**src/rtl/hazard_pkg.sv**
```systemverilog
// Shared types and constants for the semiMIPS hazard controller.
// State encoding, default mult/div latencies, and the opcode/funct values
// used by the decoder that produces the md/hilo qualifiers.
package hazard_pkg;

  typedef enum logic {
    RUN     = 1'b0,
    MD_WAIT = 1'b1
  } hz_state_e;

  localparam int DEF_MULT_LATENCY = 4;
  localparam int DEF_DIV_LATENCY  = 32;
  localparam int DEF_CNT_W        = 6;

  // All mult/div/mfhi/mflo live under the SPECIAL opcode, distinguished by funct.
  localparam logic [5:0] OP_SPECIAL = 6'h00;
  localparam logic [5:0] FN_MFHI    = 6'h10;
  localparam logic [5:0] FN_MFLO    = 6'h12;
  localparam logic [5:0] FN_MULT    = 6'h18;
  localparam logic [5:0] FN_MULTU   = 6'h19;
  localparam logic [5:0] FN_DIV     = 6'h1A;
  localparam logic [5:0] FN_DIVU    = 6'h1B;

  // True for mult/multu/div/divu.
  function automatic logic is_md_op(input logic [5:0] opcode, input logic [5:0] funct);
    return (opcode == OP_SPECIAL) &&
           ((funct == FN_MULT) || (funct == FN_MULTU) ||
            (funct == FN_DIV)  || (funct == FN_DIVU));
  endfunction

  // True for mfhi/mflo.
  function automatic logic is_hilo_rd(input logic [5:0] opcode, input logic [5:0] funct);
    return (opcode == OP_SPECIAL) && ((funct == FN_MFHI) || (funct == FN_MFLO));
  endfunction

endpackage

```
**src/rtl/hazard_stall_ctrl_md_latency_counter.sv**
```systemverilog
// Down-counter tracking remaining mult/div latency: load, decrement, zero flag.
// Load has priority over decrement; the count stops at zero rather than wrapping.
// Synchronous active-low reset clears the count.
module md_latency_counter #(
  parameter int CNT_W = 6
) (
  input  logic             clk,
  input  logic             rst_n,
  input  logic             load_i,
  input  logic [CNT_W-1:0] load_val_i,
  input  logic             dec_i,
  output logic [CNT_W-1:0] cnt_o,
  output logic             zero_o
);

  logic [CNT_W-1:0] cnt_q;
  logic [CNT_W-1:0] cnt_d;

  // Next count: a fresh load wins, otherwise step down until zero.
  always_comb begin
    cnt_d = cnt_q;
    if (load_i) begin
      cnt_d = load_val_i;
    end else if (dec_i && (cnt_q != '0)) begin
      cnt_d = cnt_q - 1'b1;
    end
  end

  // Count register with synchronous reset.
  always_ff @(posedge clk) begin
    if (!rst_n) begin
      cnt_q <= '0;
    end else begin
      cnt_q <= cnt_d;
    end
  end

  assign cnt_o  = cnt_q;
  assign zero_o = (cnt_q == '0);

endmodule

```
**src/rtl/hazard_stall_ctrl.sv**
```systemverilog
// Hazard controller: load-use stall, branch flush, mult/div sequencing and HI/LO RAW stall.
// Outputs are combinational from state, mdcnt and current inputs (zero-cycle decision).
// Optional HAZARD_PERF_CNT_EN adds saturating stall/flush counters and their ports.
module hazard_stall_ctrl
  import hazard_pkg::*;
#(
  parameter int MULT_LATENCY = DEF_MULT_LATENCY,
  parameter int DIV_LATENCY  = DEF_DIV_LATENCY,
  parameter int CNT_W        = DEF_CNT_W
) (
  input  logic        clk,
  input  logic        rst_n,
  input  logic        idexmemrd,
  input  logic [4:0]  idexregmuxout,
  input  logic        idexmd,
  input  logic        idexmdop,
  input  logic [4:0]  ifidrs,
  input  logic [4:0]  ifidrt,
  input  logic        ifidusesrt,
  input  logic        ifidmd,
  input  logic        ifidhilo,
  input  logic        exbrtaken,
  output logic        pcwr,
  output logic        ifidwr,
  output logic        ifidflush,
  output logic        idexbubble,
  output logic        md_start,
  output logic        md_busy,
`ifdef HAZARD_PERF_CNT_EN
  output logic        md_done,
  output logic [31:0] perf_lu_stalls,
  output logic [31:0] perf_md_stalls,
  output logic [31:0] perf_flushes
`else
  output logic        md_done
`endif
);

  localparam logic [CNT_W-1:0] MULT_LOAD = CNT_W'(MULT_LATENCY - 1);
  localparam logic [CNT_W-1:0] DIV_LOAD  = CNT_W'(DIV_LATENCY - 1);

  hz_state_e        state_q;
  hz_state_e        state_d;
  logic [CNT_W-1:0] mdcnt;
  logic             mdcnt_zero;
  logic             lu_hazard;
  logic             md_hazard;
  logic             in_wait;

  assign in_wait = (state_q == MD_WAIT);

  // A load's destination matches a source of the instruction behind it; $0 never conflicts.
  assign lu_hazard = idexmemrd && (idexregmuxout != 5'd0) &&
                     ((idexregmuxout == ifidrs) ||
                      (ifidusesrt && (idexregmuxout == ifidrt)));

  // HI/LO consumers and new mult/div ops wait until the last busy cycle.
  assign md_hazard = in_wait && !mdcnt_zero && (ifidmd || ifidhilo);

  md_latency_counter #(
    .CNT_W (CNT_W)
  ) u_mdcnt (
    .clk        (clk),
    .rst_n      (rst_n),
    .load_i     (md_start),
    .load_val_i (idexmdop ? DIV_LOAD : MULT_LOAD),
    .dec_i      (in_wait),
    .cnt_o      (mdcnt),
    .zero_o     (mdcnt_zero)
  );

  // Next state and pipeline controls; reset forces the pipe into a flushed, stalled shape.
  always_comb begin
    state_d    = state_q;
    pcwr       = 1'b1;
    ifidwr     = 1'b1;
    ifidflush  = 1'b0;
    idexbubble = 1'b0;
    md_start   = 1'b0;
    md_busy    = 1'b0;
    md_done    = 1'b0;

    if (!rst_n) begin
      pcwr       = 1'b0;
      ifidwr     = 1'b0;
      ifidflush  = 1'b1;
      idexbubble = 1'b1;
    end else begin
      // Branch resolution wins: whatever would have stalled is wrong-path.
      if (exbrtaken) begin
        ifidflush  = 1'b1;
        idexbubble = 1'b1;
      end else if (lu_hazard || md_hazard) begin
        pcwr       = 1'b0;
        ifidwr     = 1'b0;
        idexbubble = 1'b1;
      end

      unique case (state_q)
        RUN: begin
          // The mult/div is older than any branch in EX, so it issues regardless of flush.
          if (idexmd) begin
            md_start = 1'b1;
            state_d  = MD_WAIT;
          end
        end
        MD_WAIT: begin
          // A stray idexmd here is ignored; the in-flight op is never restarted.
          md_busy = 1'b1;
          if (mdcnt_zero) begin
            md_done = 1'b1;
            state_d = RUN;
          end
        end
        default: state_d = RUN;
      endcase
    end
  end

  // State register; reset abandons any in-flight operation without a done pulse.
  always_ff @(posedge clk) begin
    if (!rst_n) begin
      state_q <= RUN;
    end else begin
      state_q <= state_d;
    end
  end

`ifdef HAZARD_PERF_CNT_EN
  logic [31:0] perf_lu_q;
  logic [31:0] perf_md_q;
  logic [31:0] perf_fl_q;

  // Saturating event counters; a flush cycle is not counted as a stall.
  always_ff @(posedge clk) begin
    if (!rst_n) begin
      perf_lu_q <= '0;
      perf_md_q <= '0;
      perf_fl_q <= '0;
    end else begin
      if (lu_hazard && !exbrtaken && (perf_lu_q != '1)) perf_lu_q <= perf_lu_q + 32'd1;
      if (md_hazard && !exbrtaken && (perf_md_q != '1)) perf_md_q <= perf_md_q + 32'd1;
      if (exbrtaken && (perf_fl_q != '1))               perf_fl_q <= perf_fl_q + 32'd1;
    end
  end

  assign perf_lu_stalls = perf_lu_q;
  assign perf_md_stalls = perf_md_q;
  assign perf_flushes   = perf_fl_q;
`endif

endmodule

```
**config.mk**
```make
export PLATFORM = sky130hd
export DESIGN_NAME = hazard_stall_ctrl
export DESIGN_NICKNAME = d
export VERILOG_FILES = /design/src/rtl/hazard_pkg.sv /design/src/rtl/hazard_stall_ctrl_md_latency_counter.sv /design/src/rtl/hazard_stall_ctrl.sv
export SDC_FILE = /design/constraint.sdc
export NUM_CORES = 1
export LEC_CHECK = 0
export ABC_AREA = 1
export CORE_MARGIN = 5
export CORE_UTILIZATION = 45
export DETAILED_ROUTE_END_ITERATION = 10
export GPL_TIMING_DRIVEN = 0
export PLACE_DENSITY_LB_ADDON = 0.25
export SLEW_MARGIN = 20
export SYNTH_ARGS = -nofsm -noshare
export SYNTH_HDL_FRONTEND = slang
export SYNTH_HIERARCHICAL = 1
export SYNTH_SLANG_ARGS = --single-unit
export TNS_END_PERCENT = 5
```
**constraint.sdc**
```tcl
create_clock -name clk -period 2.8 [get_ports clk]
set_input_delay 0.56 -clock clk [delete_from_list [all_inputs] [get_ports clk]]
set_output_delay 0.56 -clock clk [all_outputs]
set_load 0.02 [all_outputs]
```
==> results of run 1 <==
==> logic make-up after synthesis <==
kind of cell,Yosys count,share of synthesized area
AND/OR/NAND/NOR,87,0.4688
XOR/XNOR,2,0.02303
buffers and inverters,30,0.1546
flip-flops,7,0.1842
AO/OA/AOI/OAI,14,0.1266
adder cells (fa/ha/maj),2,0.03289
other,2,0.009872
==> registers in the layout, indices dropped and copies added (netlist names) <==
signal / flops
in_wait: 1
u_mdcnt/cnt_o: 6
==> report_power, final <==
part / switching, mW / total (mW) / internal [mW]
logic: 0.205 / 0.357 / 0.151
registers: 0.0308 / 0.156 / 0.126
clock network: 0.0405 / 0.0951 / 0.0546
==> cell type report <==
class                   count  area, um^2
multi-input cells         108       509.2
fillers                   146       452.9
inverters                  28       105.1
clock buffers               4       26.28
flip-flops and latches      7       140.1
plain buffers               2       12.51
repair buffers             30       292.8
well taps                  16       20.02
==> metal layers <==
layer  wire, um  vias up  global-route usage
met3        120        6             0.01744
met5          0        -                   0
li1           -      502                   -
met2       1108       30              0.3391
met4         51        0              0.1076
met1        786      422              0.1716
==> layout by cell type, fill, tap and decap left out, types with 3 or more instances in the layout <==
| cell type | synthesis | layout |
|---|---|---|
| clkbuf_4 | 0 | 3 |
| clkdlybuf4s50_1 | 0 | 27 |
| a21oi_1 | 5 | 5 |
| inv_1 | 22 | 22 |
| conb_1 | 2 | 3 |
| dfxtp_1 | 7 | 7 |
| nand2_1 | 56 | 56 |
| o21ai_0 | 5 | 5 |
| inv_2 | 6 | 6 |
| nor2_1 | 17 | 16 |
| nand3_1 | 8 | 8 |
==> metrics by stage <==
| stage | setup slack [ns] | std cells | TNS [ns] |
|---|---|---|---|
| finish | 0.1303 | 195 | 0 |
| global placement | -0.1405 | 191 | -0.1999 |
| detailed placement | -0.1975 | 191 | -0.3060 |
| CTS | 0.02722 | 195 | 0 |
| global route | 0.01212 | 195 | 0 |
| floorplan | 0.7862 | 145 | 0 |
==> worst register-to-register path, delay by kind of cell, from the launching register on <==
family | cells | cell delay [ns]
AO/OA/AOI/OAI | 2 | 0.20
flip-flops | 1 | 0.38
AND/OR/NAND/NOR | 4 | 0.41
buffers and inverters | 2 | 0.33
==> worst paths after layout <==
check	startpoint	to	cells past startpoint
worst max-delay path	rst_n	md_start	4
worst min-delay path	u_mdcnt/cnt_o[0]$_SDFFE_PN0P_	u_mdcnt/cnt_o[0]$_SDFFE_PN0P_	2
worst max register to register	in_wait$_SDFF_PN0_	u_mdcnt/cnt_o[0]$_SDFFE_PN0P_	8
worst min register to register	u_mdcnt/cnt_o[0]$_SDFFE_PN0P_	u_mdcnt/cnt_o[0]$_SDFFE_PN0P_	2
==> timing repair <==
action                                  CTS  global route
resized for setup                         3             3
pin swaps                                 0             0
endpoints found under the setup margin    3             2
==> flow_summary.json, run 1 <==
{
  "path_max_fanout": 5,
  "setup_viol_count_final": 0,
  "gr-total-overflow": 0,
  "ctsHoldBuffers": 0,
  "fin_nets": 206,
  "yosys-top-cells-area": "nand2_1 (28%), dfxtp_1 (18%), inv_1 (11%)",
  "cts_tree": "yes",
  "ir_drop_v": 0.0002507,
  "crit_required_ns": 2.24,
  "syn_area_um2": 760.7,
  "syn_area_per_cell_um2": 5.283,
  "grt_start_max_net_pins": 11,
  "holdCritPathClass": "flop to flop",
  "htree_levels": 1,
  "synth_top_area_share": 0.2763,
  "hpwl_mm": 1.739,
  "die_w_um": 51.12,
  "yosysMostFrequentCell": "nand2_1",
  "crit_chain": "clkdlybuf4s50_1 > inv_1 > nor2_2 > clkdlybuf4s50_1",
  "io_pins": 31,
  "port_buffers": 30,
  "track_usage": 0.1731,
  "gp_congestion": 0.8462,
  "async_flop_share": 0,
  "fp.dieH_um": 51.12,
  "drtIter0Drc": 34,
  "ys.flop_type": "dfxtp_1",
  "cts_root_buf": "clkbuf_4",
  "antenna_cells": 0,
  "fmax_mhz": 374.6,
  "crit_type": "input port to output pin",
  "coreArea_um2": 1559,
  "finalCritPeriodShare": 0.9535,
  "die_area_um2": 2613,
  "clock_latency_ns": 0.25,
  "synth_cells": 144,
  "wl_per_cell_um": 10.59,
  "drive_gt1_frac": 0.1061,
  "ys_seq_elements": 7,
  "postRouteAntennaNets": 0,
  "cp.arrival_ns": 2.11,
  "p_per_area_nw_per_um2": 549.7,
  "critPathBufInv": 3,
  "dr.pass1.iters": 4,
  "cp_top_family": "buffers and inverters",
  "rows": 14,
  "cts_setup_buffers": 0,
  "skew_ns": 0.006011,
  "hold_viol": 0,
  "yosysUniqueCellTypes": 22,
  "max_stage_delay_ns": 0.66,
  "p_leak_nw": 0.5823,
  "start_kind": "input port",
  "wl_mm": 2.066,
  "grt_pass1_vias": 907,
  "initial_core_util": 0.4880,
  "synth_common_cells": "nand2_1 (56), inv_1 (22), nor2_1 (17)",
  "drc": 0,
  "total_power_mw": 0.6080,
  "rsz0062_at_grt": "false",
  "antenna_found_initial": 0,
  "area.growth.synth_to_final_pct": 45.39,
  "synth_seq_area_share": 0.1842,
  "fin_crit_ns": 2.670,
  "endpoint_kind": "output pin",
  "synth_edf_count": 0,
  "fin_util": 0.7095,
  "cts_sinks": 7,
  "clk_path_buf_depth": 2,
  "vias": 960,
  "regToRegSetupSlack_ns": 1.41,
  "cap_violations": 0,
  "slowest_stage": "clkdlybuf4s50_1",
  "whs_ns": 0.4795,
  "slew_viol_final": 0,
  "yosysWarningCount": 6,
  "synth_top_area_cell": "nand2_1",
  "cts.clk_slew.worst_paths_ns": 0.05,
  "viasPerCell": 4.923,
  "cts_made_buffers": 3,
  "placed_cell_area_um2": 1085,
  "grt_pass1_wl_mm": 3.484,
  "postLayoutCellArea_um2": 1106,
  "status": "completed",
  "crit_top_cell": "clkdlybuf4s50_1"
}
No activity file was read; power rests on OpenSTA's default activity.
==> inputs of run 2 (changes only) <==
--- a/config.mk
+++ b/config.mk
@@ -6,7 +6,7 @@
 export NUM_CORES = 1
 export LEC_CHECK = 0
 export ABC_AREA = 1
-export CORE_MARGIN = 5
+export CORE_MARGIN = 10
 export CORE_UTILIZATION = 45
 export DETAILED_ROUTE_END_ITERATION = 10
 export GPL_TIMING_DRIVEN = 0
==> flow_summary.json, run 2 (synthesized netlist as in run 1, its figures left out) <==
{
  "cts_tree": "yes",
  "ctsHoldBuffers": 0,
  "setup_viol_count_final": 0,
  "seqPwrFrac": 0.258,
  "fp.dieH_um": 61.12,
  "p_per_area_nw_per_um2": 542.3,
  "p_switching_mw": 0.2694,
  "gr-total-overflow": 0,
  "grt_pass1_wl_mm": 3.622,
  "drive_gt1_frac": 0.1061,
  "largest_reg_flops": 6,
  "rsz0062_at_grt": "false",
  "cts.clk_slew.worst_paths_ns": 0.05,
  "layout_common_cells": "nand2_1 (56), clkdlybuf4s50_1 (27), inv_1 (22), nor2_1 (16), nand3_1 (8)",
  "status": "completed",
  "hpwl_mm": 1.806,
  "postRouteAntennaNets": 0,
  "worst-r2r-cell-count": 8,
  "regToRegSetupSlack_ns": 1.41,
  "cts_made_buffers": 3,
  "htree_levels": 1,
  "grt_start_max_net_pins": 11,
  "layout_commonest_cell": "nand2_1",
  "dr.pass1.iters": 5,
  "coreArea_um2": 1559,
  "hold_end": "u_mdcnt/cnt_o[0]$_SDFFE_PN0P_",
  "track_usage": 0.1221,
  "rows": 14,
  "total_power_mw": 0.6012,
  "tns_ns": 0,
  "port_buffers": 30,
  "drtIter0Drc": 43,
  "slew_viol_final": 0,
  "grt_pass1_vias": 921,
  "crit_type": "input port to output pin",
  "path_max_fanout": 5,
  "finalCritPeriodShare": 0.9628,
  "vias": 936,
  "comb_power_share": 0.582,
  "clock_latency_ns": 0.26,
  "cp.arrival_ns": 2.14,
  "fmax_mhz": 370.9,
  "wl_per_cell_um": 10.96,
  "p_clk_frac": 0.160,
  "wl_mm": 2.137,
  "fin_crit_ns": 2.696,
  "p_int_mw": 0.3318,
  "endpoint_kind": "output pin",
  "clk_path_buf_depth": 2,
  "holdCritPathClass": "flop to flop",
  "gp_congestion": 0.8498,
  "die_w_um": 61.12,
  "swShare": 0.4482,
  "area.growth.synth_to_final_pct": 45.72,
  "hold_path_depth": 2,
  "hold_viol": 0,
  "cap_violations": 0,
  "r2r_start": "in_wait$_SDFF_PN0_",
  "p_leak_nw": 0.5830,
  "io_pins": 31,
  "ir_drop_v": 0.0002202,
  "antenna_found_initial": 0,
  "fin_nets": 206,
  "viasPerCell": 4.800,
  "die_area_um2": 3735,
  "start_kind": "input port",
  "initial_core_util": 0.4880,
  "antenna_cells": 0,
  "holdCritStartpoint": "u_mdcnt/cnt_o[0]$_SDFFE_PN0P_",
  "skew_ns": 0.005000,
  "drc": 0,
  "cts_root_buf": "clkbuf_4",
  "cts_sinks": 7,
  "crit_required_ns": 2.24,
  "reg2reg_to": "u_mdcnt/cnt_o[0]$_SDFFE_PN0P_"
}
==> run 2: cell count changes in the layout (fill, tap and decap cells not counted), sizes merged <==
cell / previous run / this run
clkbuf: 5 / 4
buf: 2 / 3
==> run 2: worst max path at each step <==
stage                                 from        to  slack, ns  depth (start not counted)
after floorplan           idexregmuxout[3]      pcwr       0.79                          8
after global placement    idexregmuxout[4]      pcwr      -0.15                         11
after detailed placement  idexregmuxout[2]      pcwr      -0.17                         10
after CTS                            rst_n  md_start      0.008                          4
after global routing                 rst_n  md_start       0.03                          4
final                                rst_n  md_start       0.10                          4
==> run 2: cell type report <==
cell class              count  area [um^2]
plain buffers               2        12.51
clock buffers               4        26.28
fillers                   156        450.4
inverters                  28        105.1
multi-input cells         108        509.2
flip-flops and latches      7        140.1
well taps                  16        20.02
repair buffers             30        295.3
==> run 2: power groups by stage <==
stage | sequential, mW | combinational (mW) | clock, mW
2_1_floorplan | 0.151 | 0.250 | 0
3_3_place_gp | 0.156 | 0.337 | 0
3_5_place_dp | 0.157 | 0.349 | 0
4_1_cts | 0.155 | 0.348 | 0.0985
5_1_grt | 0.159 | 0.400 | 0.105
6_report | 0.155 | 0.350 | 0.0962
==> run 2: what timing repair did <==
item | in CTS | in global routing
buffers inserted | 0 | 0
setup endpoints to repair | 3 | 2
gates resized for setup | 3 | 2
==> run 2: metrics by stage <==
step | setup slack, ns | hold slack [ns] | cells | area, um^2 | util
6_report | 0.1041 | 0.4794 | 195 | 1109 | 0.7111
5_1_grt | 0.02860 | 0.5257 | 195 | 1109 | 0.7111
4_1_cts | 0.007992 | 0.4806 | 195 | 1107 | 0.7103
3_5_place_dp | -0.1675 | 0.4716 | 191 | 1085 | 0.6958
3_3_place_gp | -0.1470 | 0.4638 | 191 | 1085 | 0.6958
2_1_floorplan | 0.7862 | 0.4490 | 145 | 764.5 | -
==> run 2: per-layer routing <==
layer  part of all wire  vias up  GRT usage
met1               0.41      405     0.1198
li1                   -      505          -
met4                  0        0    0.04560
met5                  0        -          0
met2               0.54       26     0.2396
met3              0.047        0    0.02881
==> run 2: worst max-delay path, stage by stage <==
cell and delay (ns):
clkdlybuf4s50_1 0.54, inv_1 0.12, nor2_2 0.24, clkdlybuf4s50_1 0.67
==> inputs of run 3 (changes only) <==
--- a/config.mk
+++ b/config.mk
@@ -11,6 +11,7 @@
 export DETAILED_ROUTE_END_ITERATION = 10
 export GPL_TIMING_DRIVEN = 0
 export PLACE_DENSITY_LB_ADDON = 0.25
+export SKIP_CTS_REPAIR_TIMING = 1
 export SLEW_MARGIN = 20
 export SYNTH_ARGS = -nofsm -noshare
 export SYNTH_HDL_FRONTEND = slang
==> flow_summary.json, run 3 (synthesized netlist as in run 1, its figures left out) <==
{
  "whs_ns": 0.4794,
  "slowest_stage": "clkdlybuf4s50_1",
  "ir_drop_v": 0.0002211,
  "rows": 14,
  "fp.dieH_um": 61.12,
  "drive_gt1_frac": 0.1006,
  "skew_ns": 0.005120,
  "gp_congestion": 0.8498,
  "clk_path_buf_depth": 2,
  "fin_crit_ns": 2.696,
  "postRouteAntennaNets": 0,
  "initial_core_util": 0.4880,
  "finalCritPeriodShare": 0.9630,
  "worst_slack_ns": 0.1035,
  "cts_sinks": 7,
  "grt_pass1_vias": 921,
  "largest_reg_flops": 6,
  "viasPerCell": 4.800,
  "layout_common_cells": "nand2_1 (56), clkdlybuf4s50_1 (27), inv_1 (22), nor2_1 (16), nand3_1 (8)",
  "numPlacedInstances": 191,
  "wl_mm": 2.174,
  "slew_viol_final": 0,
  "antenna_cells": 0,
  "max_stage_delay_ns": 0.67,
  "gr-total-overflow": 0,
  "endpoint_kind": "output pin",
  "fin_cells": 195,
  "hpwl_mm": 1.806,
  "die_w_um": 61.12,
  "port_buffers": 30,
  "cts.clk_slew.worst_paths_ns": 0.05,
  "hold_viol": 0,
  "place_ws_ns": -0.1675,
  "setup_viol_count_final": 0,
  "crit_required_ns": 2.24,
  "antenna_found_initial": 0,
  "cts_made_buffers": 3,
  "drc": 0,
  "layout_commonest_cell": "nand2_1",
  "crit_type": "input port to output pin",
  "clock_latency_ns": 0.26,
  "fin_util": 0.7191,
  "total_power_mw": 0.6034,
  "die_area_um2": 3735,
  "holdCritPathClass": "flop to flop",
  "crit_chain": "clkdlybuf4s50_1 > inv_1 > nor2_2 > clkdlybuf4s50_1",
  "cap_violations": 0,
  "htree_levels": 1,
  "dr.pass1.iters": 5,
  "start_kind": "input port",
  "cts_root_buf": "clkbuf_4",
  "placed_cell_area_um2": 1085,
  "p_per_area_nw_per_um2": 538.3,
  "path_max_fanout": 5,
  "rsz0062_at_grt": "false",
  "cp.arrival_ns": 2.14,
  "coreArea_um2": 1559,
  "io_pins": 31,
  "wl_per_cell_um": 11.15,
  "status": "completed",
  "grt_pass1_wl_mm": 3.622,
  "crit_top_cell": "clkdlybuf4s50_1",
  "cts_tree": "yes",
  "drtIter0Drc": 36,
  "tns_ns": 0,
  "postLayoutCellArea_um2": 1121,
  "track_usage": 0.1221,
  "grt_start_max_net_pins": 11,
  "fin_nets": 206,
  "p_leak_nw": 0.6044,
  "vias": 936,
  "area.growth.synth_to_final_pct": 47.37,
  "fmax_mhz": 370.9
}
run 3: final timing paths:
path                            startpoint  slack, ns  cells after the start                             to
max reg2reg             in_wait$_SDFF_PN0_       1.41                      8  u_mdcnt/cnt_o[0]$_SDFFE_PN0P_
min reg2reg  u_mdcnt/cnt_o[0]$_SDFFE_PN0P_       0.48                      2  u_mdcnt/cnt_o[0]$_SDFFE_PN0P_
max                                  rst_n       0.10                      4                       md_start
min          u_mdcnt/cnt_o[0]$_SDFFE_PN0P_       0.48                      2  u_mdcnt/cnt_o[0]$_SDFFE_PN0P_
run 3: layer usage:
metal	track usage	routed length, um	share of wire	vias up
li1	-	-	-	505
met1	0.1198	881	0.41	405
met2	0.2396	1192	0.55	26
met3	0.02881	100	0.046	0
met4	0.04560	0	0	0
met5	0	0	0	-
run 3: cell type report:
cell class | instances | area [um^2]
flip-flops and latches | 7 | 140.1
well taps | 16 | 20.02
plain buffers | 2 | 12.51
multi-input cells | 108 | 509.2
inverters | 28 | 105.1
clock buffers | 4 | 26.28
repair buffers | 30 | 307.8
fillers | 153 | 437.9
run 3: critical path, delay by kind of cell:
| family | cells | cell delay [ns] |
|---|---|---|
| buffers and inverters | 3 | 1.33 |
| and+or+nand+nor | 1 | 0.24 |
run 3: power breakdown:
part           leakage [nW]  switching, mW  total (mW)  internal (mW)
combinational         0.532          0.198       0.352          0.154
clock                0.0150         0.0416      0.0963         0.0547
sequential           0.0576         0.0296       0.155          0.126
total                 0.604          0.270       0.603          0.334
